$ cat src/rtl/signed_fxp_pkg.sv
// Shared constants, types and helpers for the signed fixed-point multiplier.
// Build option SIGNED_FXP_MUL_ROUND_EN selects round-half-away-from-zero in S3.
package signed_fxp_pkg;

    localparam int unsigned DEF_W    = 32'd16;
    localparam int unsigned DEF_FRAC = 32'd12;

    // Stage payload at the default width: result sign plus operand magnitudes.
    typedef struct packed {
        logic              sign;
        logic [DEF_W-1:0]  mag_a;
        logic [DEF_W-1:0]  mag_b;
    } fxp_payload_t;

    // Largest positive two's-complement code of a w-bit word: 2^(w-1)-1.
    function automatic logic [31:0] max_pos_code(input int unsigned w);
        return (32'd1 << (w - 32'd1)) - 32'd1;
    endfunction

    // Real value to nearest Q-format integer code with frac fractional bits.
    function automatic int to_q(input real x, input int unsigned frac);
        real scaled;
        scaled = x * (2.0 ** frac);
        if (scaled >= 0.0) begin
            return $rtoi(scaled + 0.5);
        end else begin
            return -$rtoi(-scaled + 0.5);
        end
    endfunction

endpackage

$ cat src/rtl/fxp_round_sat.sv
// Combinational output stage: rescale the magnitude product, optionally round,
// clamp to the symmetric range, flag clamping and apply the sign.
// Build option SIGNED_FXP_MUL_ROUND_EN adds half an LSB before the shift.
module fxp_round_sat
    import signed_fxp_pkg::*;
#(
    parameter int unsigned W    = DEF_W,
    parameter int unsigned FRAC = DEF_FRAC
) (
    input  logic           sign,
    input  logic [2*W-1:0] prod,
    output logic [W-1:0]   c,
    output logic           sat
);

    localparam logic [W-1:0] MAX_POS = W'(max_pos_code(W));
`ifdef SIGNED_FXP_MUL_ROUND_EN
    // Largest magnitude product is 2^(2W-2), so adding half an LSB cannot overflow 2W bits.
    localparam logic [2*W-1:0] HALF_LSB = {{(2*W-1){1'b0}}, 1'b1} << (FRAC - 32'd1);
`endif

    logic [2*W-1:0] biased_s;
    logic [2*W-1:0] shifted_s;
    logic [W-1:0]   mag_s;

    // Rescale, clamp to +/-(2^(W-1)-1) and negate; zero stays zero for either sign.
    always_comb begin
`ifdef SIGNED_FXP_MUL_ROUND_EN
        biased_s = prod + HALF_LSB;
`else
        biased_s = prod;
`endif
        shifted_s = biased_s >> FRAC;
        if (shifted_s > {{W{1'b0}}, MAX_POS}) begin
            sat   = 1'b1;
            mag_s = MAX_POS;
        end else begin
            sat   = 1'b0;
            mag_s = shifted_s[W-1:0];
        end
        if (sign) begin
            c = ~mag_s + {{(W-1){1'b0}}, 1'b1};
        end else begin
            c = mag_s;
        end
    end

endmodule

$ cat src/rtl/signed_fxp_mul_pipe.sv
// Three-stage pipelined signed fixed-point multiplier with valid/ready flow
// control, symmetric saturation, per-result clamp flag and a clamp counter.
// Build option SIGNED_FXP_MUL_ROUND_EN enables rounding in the output stage.
module signed_fxp_mul_pipe
    import signed_fxp_pkg::*;
#(
    parameter int unsigned W     = DEF_W,
    parameter int unsigned FRAC  = DEF_FRAC,
    parameter int unsigned CNT_W = 32'd16
) (
    input  logic             clk,
    input  logic             rst_n,
    input  logic             in_valid,
    output logic             in_ready,
    input  logic [W-1:0]     a,
    input  logic [W-1:0]     b,
    output logic             out_valid,
    input  logic             out_ready,
    output logic [W-1:0]     c,
    output logic             c_sat,
    output logic [CNT_W-1:0] sat_cnt,
    input  logic             sat_cnt_clr
);

    typedef struct packed {
        logic          sign;
        logic [W-1:0]  mag_a;
        logic [W-1:0]  mag_b;
    } s1_payload_t;

    typedef struct packed {
        logic           sign;
        logic [2*W-1:0] prod;
    } s2_payload_t;

    localparam logic [W-1:0] ONE_W = {{(W-1){1'b0}}, 1'b1};

    logic             adv_s;
    logic             xfer_out_s;
    s1_payload_t      s1_next_s;
    s2_payload_t      s2_next_s;
    s1_payload_t      s1_r;
    s2_payload_t      s2_r;
    logic             v1_r;
    logic             v2_r;
    logic             out_valid_r;
    logic [W-1:0]     c_next_s;
    logic             sat_next_s;
    logic [W-1:0]     c_r;
    logic             c_sat_r;
    logic [CNT_W-1:0] sat_cnt_r;

    // Global advance and stage-1/2 datapath: magnitudes, result sign, full product.
    always_comb begin
        adv_s      = !out_valid_r || out_ready;
        xfer_out_s = out_valid_r && out_ready;
        s1_next_s.sign = a[W-1] ^ b[W-1];
        if (a[W-1]) begin
            s1_next_s.mag_a = ~a + ONE_W;
        end else begin
            s1_next_s.mag_a = a;
        end
        if (b[W-1]) begin
            s1_next_s.mag_b = ~b + ONE_W;
        end else begin
            s1_next_s.mag_b = b;
        end
        s2_next_s.sign = s1_r.sign;
        s2_next_s.prod = {{W{1'b0}}, s1_r.mag_a} * {{W{1'b0}}, s1_r.mag_b};
    end

    fxp_round_sat #(
        .W    (W),
        .FRAC (FRAC)
    ) u_round_sat (
        .sign (s2_r.sign),
        .prod (s2_r.prod),
        .c    (c_next_s),
        .sat  (sat_next_s)
    );

    // Pipeline registers: every stage moves together on advance, holds otherwise.
    always_ff @(posedge clk or negedge rst_n) begin
        if (!rst_n) begin
            v1_r        <= 1'b0;
            v2_r        <= 1'b0;
            out_valid_r <= 1'b0;
            s1_r        <= {$bits(s1_payload_t){1'b0}};
            s2_r        <= {$bits(s2_payload_t){1'b0}};
            c_r         <= {W{1'b0}};
            c_sat_r     <= 1'b0;
        end else if (adv_s) begin
            v1_r        <= in_valid;
            v2_r        <= v1_r;
            out_valid_r <= v2_r;
            if (in_valid) begin
                s1_r <= s1_next_s;
            end
            if (v1_r) begin
                s2_r <= s2_next_s;
            end
            if (v2_r) begin
                c_r     <= c_next_s;
                c_sat_r <= sat_next_s;
            end
        end
    end

    // Clamp-event counter: clear has priority, then count saturated transfers without wrapping.
    always_ff @(posedge clk or negedge rst_n) begin
        if (!rst_n) begin
            sat_cnt_r <= {CNT_W{1'b0}};
        end else if (sat_cnt_clr) begin
            sat_cnt_r <= {CNT_W{1'b0}};
        end else if (xfer_out_s && c_sat_r && !(&sat_cnt_r)) begin
            sat_cnt_r <= sat_cnt_r + {{(CNT_W-1){1'b0}}, 1'b1};
        end
    end

    assign in_ready  = adv_s;
    assign out_valid = out_valid_r;
    assign c         = c_r;
    assign c_sat     = c_sat_r;
    assign sat_cnt   = sat_cnt_r;

endmodule

$ cat config.mk
export PLATFORM = sky130hd
export DESIGN_NAME = signed_fxp_mul_pipe
export DESIGN_NICKNAME = d
export VERILOG_FILES = /design/src/rtl/signed_fxp_pkg.sv /design/src/rtl/fxp_round_sat.sv /design/src/rtl/signed_fxp_mul_pipe.sv
export SDC_FILE = /design/constraint.sdc
export NUM_CORES = 1
export LEC_CHECK = 0
export ABC_AREA = 1
export CAP_MARGIN = 20
export CORE_MARGIN = 2
export CORE_UTILIZATION = 30
export CTS_CLUSTER_SIZE = 16
export DETAILED_ROUTE_END_ITERATION = 6
export GPL_TIMING_DRIVEN = 0
export SLEW_MARGIN = 20
export SYNTH_ARGS = -nofsm -noshare
export SYNTH_HDL_FRONTEND = slang
export SYNTH_SLANG_ARGS = --single-unit
$ cat constraint.sdc
create_clock -name clk -period 9.98 [get_ports clk]
set_input_delay 2.495 -clock clk [delete_from_list [all_inputs] [get_ports clk]]
set_output_delay 2.495 -clock clk [all_outputs]
set_load 0.005 [all_outputs]
### After elaboration in Yosys (flattened, before gate mapping)

Cells that the tools add are included.

| word-level totals | value |
|---|---|
| output and inout bits | 35 |
| memories | 0 |
| register bits after elaboration | 102 |
| bits in latches | 0 |
| logic and storage cells | 39 |
| ROM bits | 0 |
| RAM bits | 0 |
| bits of input ports | 37 |

| cells by class | value |
|---|---|
| eq/ne operators | 0 |
| shift-type cells | 0 |
| add/subtract/negate cells | 4 |
| multipliers | 1 |
| reductions and logical operators | 11 |
| mux-type cells | 7 |
| bitwise operators | 4 |
| divide/modulo/power cells | 0 |
| magnitude comparators | 1 |

Operators by type and width:

| operator | number |
|---|---|
| $mux W16 | 6 |
| $add A16 B1 Y16 const B | 4 |
| $not A16 Y16 | 3 |
| $mul A16 B16 Y32 | 1 |
| $gt A20 B15 Y1 const B | 1 |
| $reduce_and A16 Y1 | 1 |
| $reduce_and A2 Y1 | 3 |
| $logic_and A1 B1 Y1 | 3 |
| $logic_not A1 Y1 | 2 |
| $reduce_bool A2 Y1 | 1 |
| $logic_or A1 B1 Y1 | 1 |
| $mux W1 | 1 |
| $xor A1 B1 Y1 | 1 |

### Longest topological paths before layout

Gate-level depths: netlist (run 1).

| logic depth | value |
|---|---|
| depth after elaboration | 5 |
| mapped depth | 28 |
| gate-level depth less buffers | 26 |

### By module

From an unflattened synthesis (run 1), not the netlist that was laid out.

| unflattened totals | value |
|---|---|
| cell total of the unflattened synthesis | 2047 |
| area total of the unflattened synthesis | 14859.3 sq um |

By module, submodules not included:

| module | cells each | instances | area each (sq um) | sequential area each (sq um) |
|---|---|---|---|---|
| signed_fxp_mul_pipe | 1908 | 1 | 14161.1 | 2552.4 |
| fxp_round_sat | 139 | 1 | 698.2 | 0.0 |

### Least setup slack after synthesis (run 1)

OpenSTA, ideal clock, no wires.

| path | value |
|---|---|
| path kind | register to register |
| start | register s1_r[23] in the netlist's numbering |
| end | register s2_r[20] in the netlist's numbering |
| library setup time | 0.118 ns |
| setup slack | 4.474 ns |
| arrival time | 5.388 ns |
| period minus slack after synthesis | 5.506 ns |
| cell stages (with the launch flop) | 23 |
| buffers on the path | 2 |
| required time | 9.862 ns |
| path through | dfrtp_1 -> clkbuf_1 -> clkbuf_1 -> nand2_1 -> fa_1 -> inv_1 -> fa_1 -> inv_1 -> fa_1 -> inv_1 -> fa_1 -> fa_1 -> inv_1 -> fa_1 -> inv_1 -> ha_1 -> nand2_1 -> o21ai_0 -> a21oi_1 -> nand3_1 -> or2_2 -> nand3_1 -> nand2_1 |

| on the way | value |
|---|---|
| cells in the longest elaborated chain, start to end | 1 |

RTL lines:

| element | line | RTL |
|---|---|---|
| start: declaration | signed_fxp_mul_pipe.sv:42 | `s1_payload_t s1_r;` |
| start signal: assignment | signed_fxp_mul_pipe.sv:88 | `s1_r <= {$bits(s1_payload_t){1'b0}};` |
| start signal: assignment | signed_fxp_mul_pipe.sv:97 | `s1_r <= s1_next_s;` |
| $mul A16 B16 Y32 | signed_fxp_mul_pipe.sv:69 | `s2_next_s.prod = {{W{1'b0}}, s1_r.mag_a} * {{W{1'b0}}, s1_r.mag_b};` |
| end signal: assignment | signed_fxp_mul_pipe.sv:89 | `s2_r <= {$bits(s2_payload_t){1'b0}};` |
| end signal: assignment | signed_fxp_mul_pipe.sv:100 | `s2_r <= s2_next_s;` |
| end: declaration | signed_fxp_mul_pipe.sv:43 | `s2_payload_t s2_r;` |

Every way passes these cells.
A chain may end at the register's enable or synchronous reset.

### Final worst setup path (run 1)

| path | value |
|---|---|
| start | register s1_r[28] in the netlist's numbering |
| end | register s2_r[14] in the netlist's numbering |

Same word-level chain as after synthesis.

==> run summary, run 1 <==
The worst setup path is launched from a register. TritonCTS built the clock tree. For the placer's final routability congestion estimate, the log shows 0.8918. In this run the deepest clock path goes through 2 buffers.

Relative to the synthesized area, the layout overhead comes to 13.08%. In this run the vertical extent of the chip is 217.8 um. For the pin with the worst max-slew slack, the measured transition is 0.7145 ns.

Entering global routing, the biggest net connects 57 pins. Pin placement for this block handled 72 I/O pins. The tools report the post-synthesis instance area as 13710 um2. The number of buffers inserted during clock tree synthesis came out at 9.

The total of buffers placed on input and output ports is 71. The remaining max-slew budget at the tightest pin was 52.36%. The number of max-slew violations in the final report was 0; the initial core utilization was 30.27%. The time the worst path needs with I/O delays and setup was 6.654 ns.

Walking the worst path, the cells encountered are clkbuf_1 > clkbuf_1 > nand2_1 > fa_1 > fa_1 > fa_1 > inv_1 > fa_1 > fa_1 > inv_1 > fa_1 > inv_1 > ha_1 > a21oi_1 > o21ai_0 > a21oi_1 > nand2_2 > or2_2 > nand3_1 > o21ai_0. Cell at the slowest stage of the critical path: sky130_fd_sc_hd__clkbuf_1. Yosys mapped a number of flops with a built-in enable equal to 0.

For the final routed database, the setup TNS stands at 0 ns. The flop and latch count out of synthesis works out to 90. Post-CTS repair changed the size of 0 cells. The gate count after technology mapping was 1847. The share of synthesized area occupied by flip-flops and latches is 16.43%, and the number of fill cells is 4772. The CTS sink count is 90. Ranked by total cell area, the synthesized netlist is headed by sky130_fd_sc_hd__fa_1 28%, sky130_fd_sc_hd__dfrtp_1 16%, sky130_fd_sc_hd__nand2_1 14%.

In this run the critical register-to-register path is launched from s1_r[28]. Setup repair after global routing left no endpoint under its margin. Global routing consumed, on the met2 layer, 27.53% of the routing resources.

The tools report the final-report hold violation count as 0. The worst path uses 66.67% of the clock period. For the routing usage on met3, the log shows 2.775%. On the worst path, the slowest cell contributes a delay of 0.61 ns. The endpoint identified for the worst register-to-register timing path is s2_r[14]. Measured in cells, the most critical reg-to-reg path has a length of 20. Hold-critical path endpoint: c[13]. The count of vias placed by the detailed router was 11918.

Data required time of the critical path: 10.22 ns. Static timing analysis puts the maximum clock frequency at 150.3 MHz. Along the worst path, the maximum fanout reaches 10.

The worst min-delay path class was reg2reg. At the later pin of the worst-skew pair, clock insertion delay measures 0.37 ns. For this run the aggregate overflow at the end of global routing stands at 0. The final wirelength is 37150 um.

The clock tree synthesis step divided the H-tree into 3 levels. In the final design database the tool counted 2265 nets. After detailed routing, the number of remaining DRC violations is 0.

The global-route wire length before repair was 62620 um; the average cell area after synthesis was 7.422 um2. The logs give 0 for the number of antenna violations at the first check in global routing and 3.453 ns for the pre-CTS worst setup slack. The tools report the kind of end point of the critical path as a register. The number of synthesis warnings is 0. Global routing used 16.76% of the available tracks across all layers. Critical path class: reg2reg. In the global route stage, met1 resource usage came out at 22.38%.

After floorplanning, the core was sized to cover 45280 um2. Setup violations remaining at the end of the flow were counted as 0. The fraction of synthesis flops using an asynchronous set or reset pin was 100.0%. Most used flip-flop cell after synthesis: sky130_fd_sc_hd__dfrtp_1. The synthesized design spends more area on one cell type than any other, namely sky130_fd_sc_hd__fa_1. From left edge to right edge, the die measures 217.8 um. The number of core rows is 78. The post-route netlist has 3.721% of its cells at a drive strength greater than 1. The number of different library cells used by synthesis comes to 47. Post-CTS timing repair inserted 0 buffers for setup.

Final worst-path setup slack: 3.326 ns. The number of global-route vias before repair came out at 12263. The run finished with clean final reports.

The logs give 958 for the initial DRC count and 0 for the hold-fix buffer count after cts. After clock tree synthesis, the clock-pin slew on the worst setup and hold paths is 0.07 ns. Dividing the detail-routed wire length by the instance count gives 14.66 um.

Total nets after synthesis: 2182. The commonest cells after synthesis are 520 x sky130_fd_sc_hd__nand2_1, 426 x sky130_fd_sc_hd__inv_1, 193 x sky130_fd_sc_hd__fa_1. The most numerous cell type found on the critical path is sky130_fd_sc_hd__fa_1.

After synthesis, the largest area contributor takes up 28.19% of total cell area. In this run the most used layer during global routing was met2. The worst hold path begins at c[13].

The tools report the buffer type at the clock tree root as sky130_fd_sc_hd__clkbuf_16. The via-per-instance ratio is 4.701. The max-cap violation count was 0. The detail route stage leaves a number of antenna-violating nets equal to 0. The first detailed-routing pass took 5 iterations. The setup skew after layout was 0.006817 ns. At the worst endpoint, the arrival time is 6.89 ns. By instance count, the leading cell after synthesis is sky130_fd_sc_hd__nand2_1. The antenna diode instance count is 0. The setup check on the worst reg-to-reg path leaves a slack of 3.33 ns. The number of stages on the worst hold path works out to 2. The floorplan die area is 47420 um2, and the placed wire-length estimate after detailed placement is 31220 um.
==> cell type report <==
cell class | instances | area, um2 | share of cell area, %
plain buffers | 81 | 322.8 | 2.082
inverters | 434 | 1629 | 10.51
flip-flops and latches | 90 | 2252 | 14.53
repair buffers | 72 | 739.5 | 4.770
clock buffers | 10 | 229.0 | 1.477
clock inverters | 6 | 73.82 | 0.4762
well taps | 600 | 750.7 | 4.843
multi-input cells | 1242 | 9504 | 61.31
==> layer usage <==
metal / wire length, um / share of wire, %
met5: 0 / 0
met1: 16620 / 45
met4: 1057 / 2.8
met3: 2185 / 5.9
met2: 17290 / 47
==> critical path: cells and delay by family (launching register included) <==
family	cells	cell delay, ns
buffers and inverters	5	1.15
AOI/OAI and AO/OA	4	0.89
DFF	1	0.32
adders and majority gates	7	3.49
and+or+nand+nor	4	0.65
==> worst max-delay path by stage <==
stage / start / to / slack (ns) / cells past startpoint
after floorplan: s1_r[23] / s2_r[20] / 4.47 / 22
after global placement: rst_n / s2_r[31] / 2.98 / 1
after detailed placement: s1_r[28] / s2_r[14] / 3.45 / 20
after CTS: s1_r[28] / s2_r[14] / 3.44 / 20
after global routing: s1_r[27] / s2_r[14] / 3.04 / 20
final: s1_r[28] / s2_r[14] / 3.33 / 20
==> through the flow <==
stage          utilization [%]  hold slack [ns]  area, um2  cells
2_1_floorplan                -           0.4410      13710   1847
3_3_place_gp             33.50           0.4574      15170   2518
3_5_place_dp             33.56           0.4632      15200   2519
4_1_cts                  34.23           0.4859      15500   2535
5_1_grt                  34.23           0.5077      15500   2535
6_report                 34.23           0.4827      15500   2535
==> flip-flops by register name (all words and copies together), names as in the netlist <==
name and flops:
s1_r 33, v1_r 1, sat_cnt 16, c 16, v2_r 1, c_sat 1, s2_r 21, out_valid 1
==> kinds of logic after synthesis <==
logic type / count (synthesis) / synth area share, %
simple gates: 754 / 23.09
buf+inv: 515 / 14.24
fa+ha+maj: 298 / 37.77
compound gates: 155 / 6.234
flops: 90 / 16.43
xor+xnor: 35 / 2.236
==> layout by cell type (no fill, tap or decap), types with 3 or more instances in the layout <==
master / synthesis / final
sky130_fd_sc_hd__nor4_1: 4 / 4
sky130_fd_sc_hd__dfrtp_1: 90 / 90
sky130_fd_sc_hd__ha_1: 105 / 105
sky130_fd_sc_hd__nor2_2: 12 / 12
sky130_fd_sc_hd__or2_2: 8 / 8
sky130_fd_sc_hd__nand3b_1: 6 / 6
sky130_fd_sc_hd__nor2_4: 5 / 5
sky130_fd_sc_hd__nor2_1: 79 / 79
sky130_fd_sc_hd__a21oi_1: 45 / 45
sky130_fd_sc_hd__o21ai_1: 8 / 8
sky130_fd_sc_hd__clkbuf_1: 70 / 71
sky130_fd_sc_hd__a31oi_1: 6 / 6
sky130_fd_sc_hd__xor2_1: 27 / 27
sky130_fd_sc_hd__clkdlybuf4s50_1: 0 / 70
sky130_fd_sc_hd__nand2_2: 3 / 3
sky130_fd_sc_hd__a21o_1: 4 / 4
sky130_fd_sc_hd__fa_1: 193 / 193
sky130_fd_sc_hd__clkbuf_16: 0 / 9
sky130_fd_sc_hd__o21ai_0: 76 / 76
sky130_fd_sc_hd__clkbuf_2: 3 / 3
sky130_fd_sc_hd__nand3_1: 75 / 75
sky130_fd_sc_hd__inv_2: 7 / 7
sky130_fd_sc_hd__xnor2_1: 8 / 8
sky130_fd_sc_hd__buf_2: 6 / 6
sky130_fd_sc_hd__o31ai_1: 3 / 3
sky130_fd_sc_hd__inv_1: 426 / 426
sky130_fd_sc_hd__nor3_1: 19 / 19
sky130_fd_sc_hd__nand4_1: 12 / 12
sky130_fd_sc_hd__o21ai_2: 3 / 3
sky130_fd_sc_hd__o21a_1: 3 / 3
sky130_fd_sc_hd__nand2_1: 520 / 520
Power of run 1 is left out: the tool's default activity adds up to more than one toggle a clock period on the data nets, which glitch-free logic cannot reach.
==> run 2, diff against run 1 <==
==> constraint.sdc (replaced) <==
create_clock -name clk -period 5.4 [get_ports clk]
set_input_delay 1.35 -clock clk [delete_from_list [all_inputs] [get_ports clk]]
set_output_delay 1.35 -clock clk [all_outputs]
set_load 0.005 [all_outputs]
==> run summary, run 2 (synthesized netlist as in run 1, its figures left out) <==
The logs give 0.37 ns (about the same) for the clock insertion delay at the later pin of the skew report and 2 (unchanged) for the maximum root-to-sink buffer count. Max-cap violation count: 0 (unchanged). The cell area after layout is 17000 um2 (+9.7%). The flow ran to the end, but the final reports show violations.

Length in cells of the worst reg-to-reg path: 19 (-5.0%). The total of buffers placed on input and output ports was 71 (unchanged). STA classifies the critical path endpoint as a register.

The setup skew after layout was 0.007292 ns (+0.0004748 ns); the number of detailed-route iterations in the first pass was 7 (+2). The number of fill cells is 4655 (-2.5%), and the cell area reported after detailed placement is 15220 um2 (+0.13%). The via-per-instance ratio works out to 4.740 (+0.83%). The standard cell core area was 45280 um2 (unchanged). The CTS sink count is 90 (unchanged).

The most common cell after layout, fill and taps aside was sky130_fd_sc_hd__nand2_1. The placed wire-length estimate after detailed placement came out at 31030 um (-0.60%). Number of flip-flops in the largest register: 33 (unchanged). The number of buffers inserted during clock tree synthesis is 9 (unchanged), and the number of core rows is 78 (unchanged). The number of max-slew violations in the final report is 0 (unchanged).

The data required time of the critical path was 5.63 ns (-4.59 ns); the maximum fanout encountered on the critical timing path was 5 (-5). The setup slack of the most critical reg-to-reg path was 0.002 ns (-3.32 ns). The combined area of the multi-input logic cells came out at 10140 um2 (+6.7%). The tools report the number of antenna violations at the first check in global routing as 0 (unchanged).

The largest registers in the layout are s1_r: 33 flops, s2_r: 21 flops. For hold timing, the worst endpoint is out_valid. Setup repair after global routing could not meet its margin everywhere. The maximum number of pins on one net before global-route repair is 57 (unchanged), and the count of vias placed by the detailed router is 12268 (+2.9%). The startpoint type of the worst setup path is a register. The area growth from synthesis to layout is 24.02%. For the arrival time at the worst endpoint, the log shows 5.63 ns (-1.26 ns). TritonCTS built the clock tree. The maximum clock rate came out at 185.3 MHz (+23%). Buffer type at the clock tree root: sky130_fd_sc_hd__clkbuf_16. The final wirelength came out at 40080 um (+7.9%).

Number of placed cells counting well taps: 2519 (unchanged). The worst register-to-register path begins at s1_r[23]. The leftover overflow at the end of global routing is 0 (unchanged), and the number of stages on the worst hold path is 2 (unchanged).

The share of the core filled with cells in the final layout is 37.54% (+3.3 points). The share of cells above drive strength 1 works out to 16.80% (+13 points). The time the worst path needs with I/O delays and setup was 5.398 ns (-1.256 ns). The die extent in x is 217.8 um (unchanged). The average wire per cell in the routed design is 15.49 um (+5.7%).

Actual slew at the worst max-slew pin: 0.5789 ns (-0.1357 ns). The worst hold path begins at v2_r. The tools report the antenna diode instance count as 0 (unchanged).

The register ranked first by flip-flop count was s1_r. The capture instance of the worst register-to-register path was s2_r[13]. The placer's final routability congestion estimate is 0.9014 (+1.1%). The final-report setup violation count is 0 (unchanged), and the post-layout instance count excluding filler cells is 2588 (+2.1%). The vertical extent of the die works out to 217.8 um (unchanged).

For the number of levels in the clock H-tree, the log shows 3 (unchanged). The setup path with the least slack is of type reg2reg. For the setup total negative slack, the log shows 0 ns (unchanged). Number of antenna-violating nets in the routed design: 0 (unchanged). The clock transition at the register clock pins on the worst setup and hold paths after CTS was 0.07 ns (about the same). Hold-fix buffer count after cts: 0 (unchanged). The number of global-route vias before repair is 12556 (+2.4%). In the layout the commonest cells are 495 x sky130_fd_sc_hd__nand2_1, 408 x sky130_fd_sc_hd__inv_1, 187 x sky130_fd_sc_hd__fa_1. The tools report the number of top-level design ports as 72 (unchanged). The tools report the sequential cell area in the final layout as 2287 um2 (+1.6%). For the initial DRC count, the log shows 931 (-2.8%). The run gives 2318 (+2.3%) as the number of nets at the end of the flow. Number of remaining DRC errors: 3 (+3).

The total routing resource utilization after global routing came out at 17.53% (+0.77 points). The floorplan die area was 47420 um2 (unchanged). The fraction of the cycle the final worst path needs is 99.96% (+33 points). In this run the worst hold path is classified as reg2reg. The final-report hold violation count is 0 (unchanged).

Global-route wire length before repair: 65120 um (+4.0%). The remaining max-slew budget at the tightest pin is 61.11% (+8.7 points). The checks that failed: design-rule violations.

The tools report the initial core utilization as 30.27% (unchanged).
## run 2: cell types whose count changed in the layout (fill, tap and decap cells not counted), sizes merged
| cell | before | now |
|---|---|---|
| bufinv | 1 | 0 |
| clkinv | 1 | 4 |
| clkbuf | 83 | 41 |
| buf | 10 | 104 |
| clkinvlp | 2 | 1 |
## run 2: worst max path at each step
stage | endpoint | slack, ns | startpoint
floorplan | s2_r[20] | -0.01 | s1_r[25]
global placement | s2_r[20] | -0.90 | s1_r[20]
detailed placement | s2_r[13] | -0.98 | s1_r[25]
CTS | s2_r[13] | -0.04 | s1_r[4]
global route | s2_r[13] | -0.18 | s1_r[20]
finish | s2_r[13] | 0.002 | s1_r[23]
## run 2: cell type report
class                      instances  share of cell area, %
buffer                            51                  2.841
tap                              600                  4.416
timing repair buffer             155                  8.382
multi-input combinational       1242                  59.64
clock buffer                       9                  1.325
clock inverter                     7                 0.3459
inverter                         434                  9.597
sequential                        90                  13.45
## run 2: worst max-delay path, stage by stage, from the launching register on
cell and delay (ns):
sky130_fd_sc_hd__dfrtp_2 0.42, sky130_fd_sc_hd__buf_4 0.14, sky130_fd_sc_hd__buf_8 0.11, sky130_fd_sc_hd__buf_4 0.13
sky130_fd_sc_hd__nand2_1 0.07, sky130_fd_sc_hd__fa_1 0.55, sky130_fd_sc_hd__fa_1 0.45, sky130_fd_sc_hd__fa_1 0.52
sky130_fd_sc_hd__inv_1 0.04, sky130_fd_sc_hd__ha_1 0.31, sky130_fd_sc_hd__fa_1 0.51, sky130_fd_sc_hd__fa_1 0.49
sky130_fd_sc_hd__ha_1 0.37, sky130_fd_sc_hd__a21oi_1 0.30, sky130_fd_sc_hd__o21ai_2 0.11, sky130_fd_sc_hd__a21oi_1 0.16
sky130_fd_sc_hd__nand2_2 0.12, sky130_fd_sc_hd__or2_2 0.29, sky130_fd_sc_hd__nand3_1 0.08, sky130_fd_sc_hd__o21ai_0 0.08
## run 2: routing by layer
layer  up-vias  wire length (um)  track usage [%]
met4         0              1828            8.231
met2       392             18720            28.75
met5         -                 0                0
li1       5763                 -                -
met1      6024             16900            22.67
met3        89              2634            2.734
## run 2: per-stage QoR
| step | hold slack (ns) | setup slack, ns |
|---|---|---|
| 6_report | 0.4749 | 0.002235 |
| 5_1_grt | 0.5214 | -0.1814 |
| 4_1_cts | 0.4766 | -0.03809 |
| 3_5_place_dp | 0.4617 | -0.9751 |
| 3_3_place_gp | 0.4575 | -0.9029 |
| 2_1_floorplan | 0.4410 | -0.01163 |
## run 2: what timing repair did
action                                  in CTS  in global routing
gates cloned                                 0                  0
endpoints found under the setup margin      20                 19
buffers inserted                            56                 27
resized for setup                          163                124
pin swaps                                   26                 68
Power of run 2 is left out for the same reason.
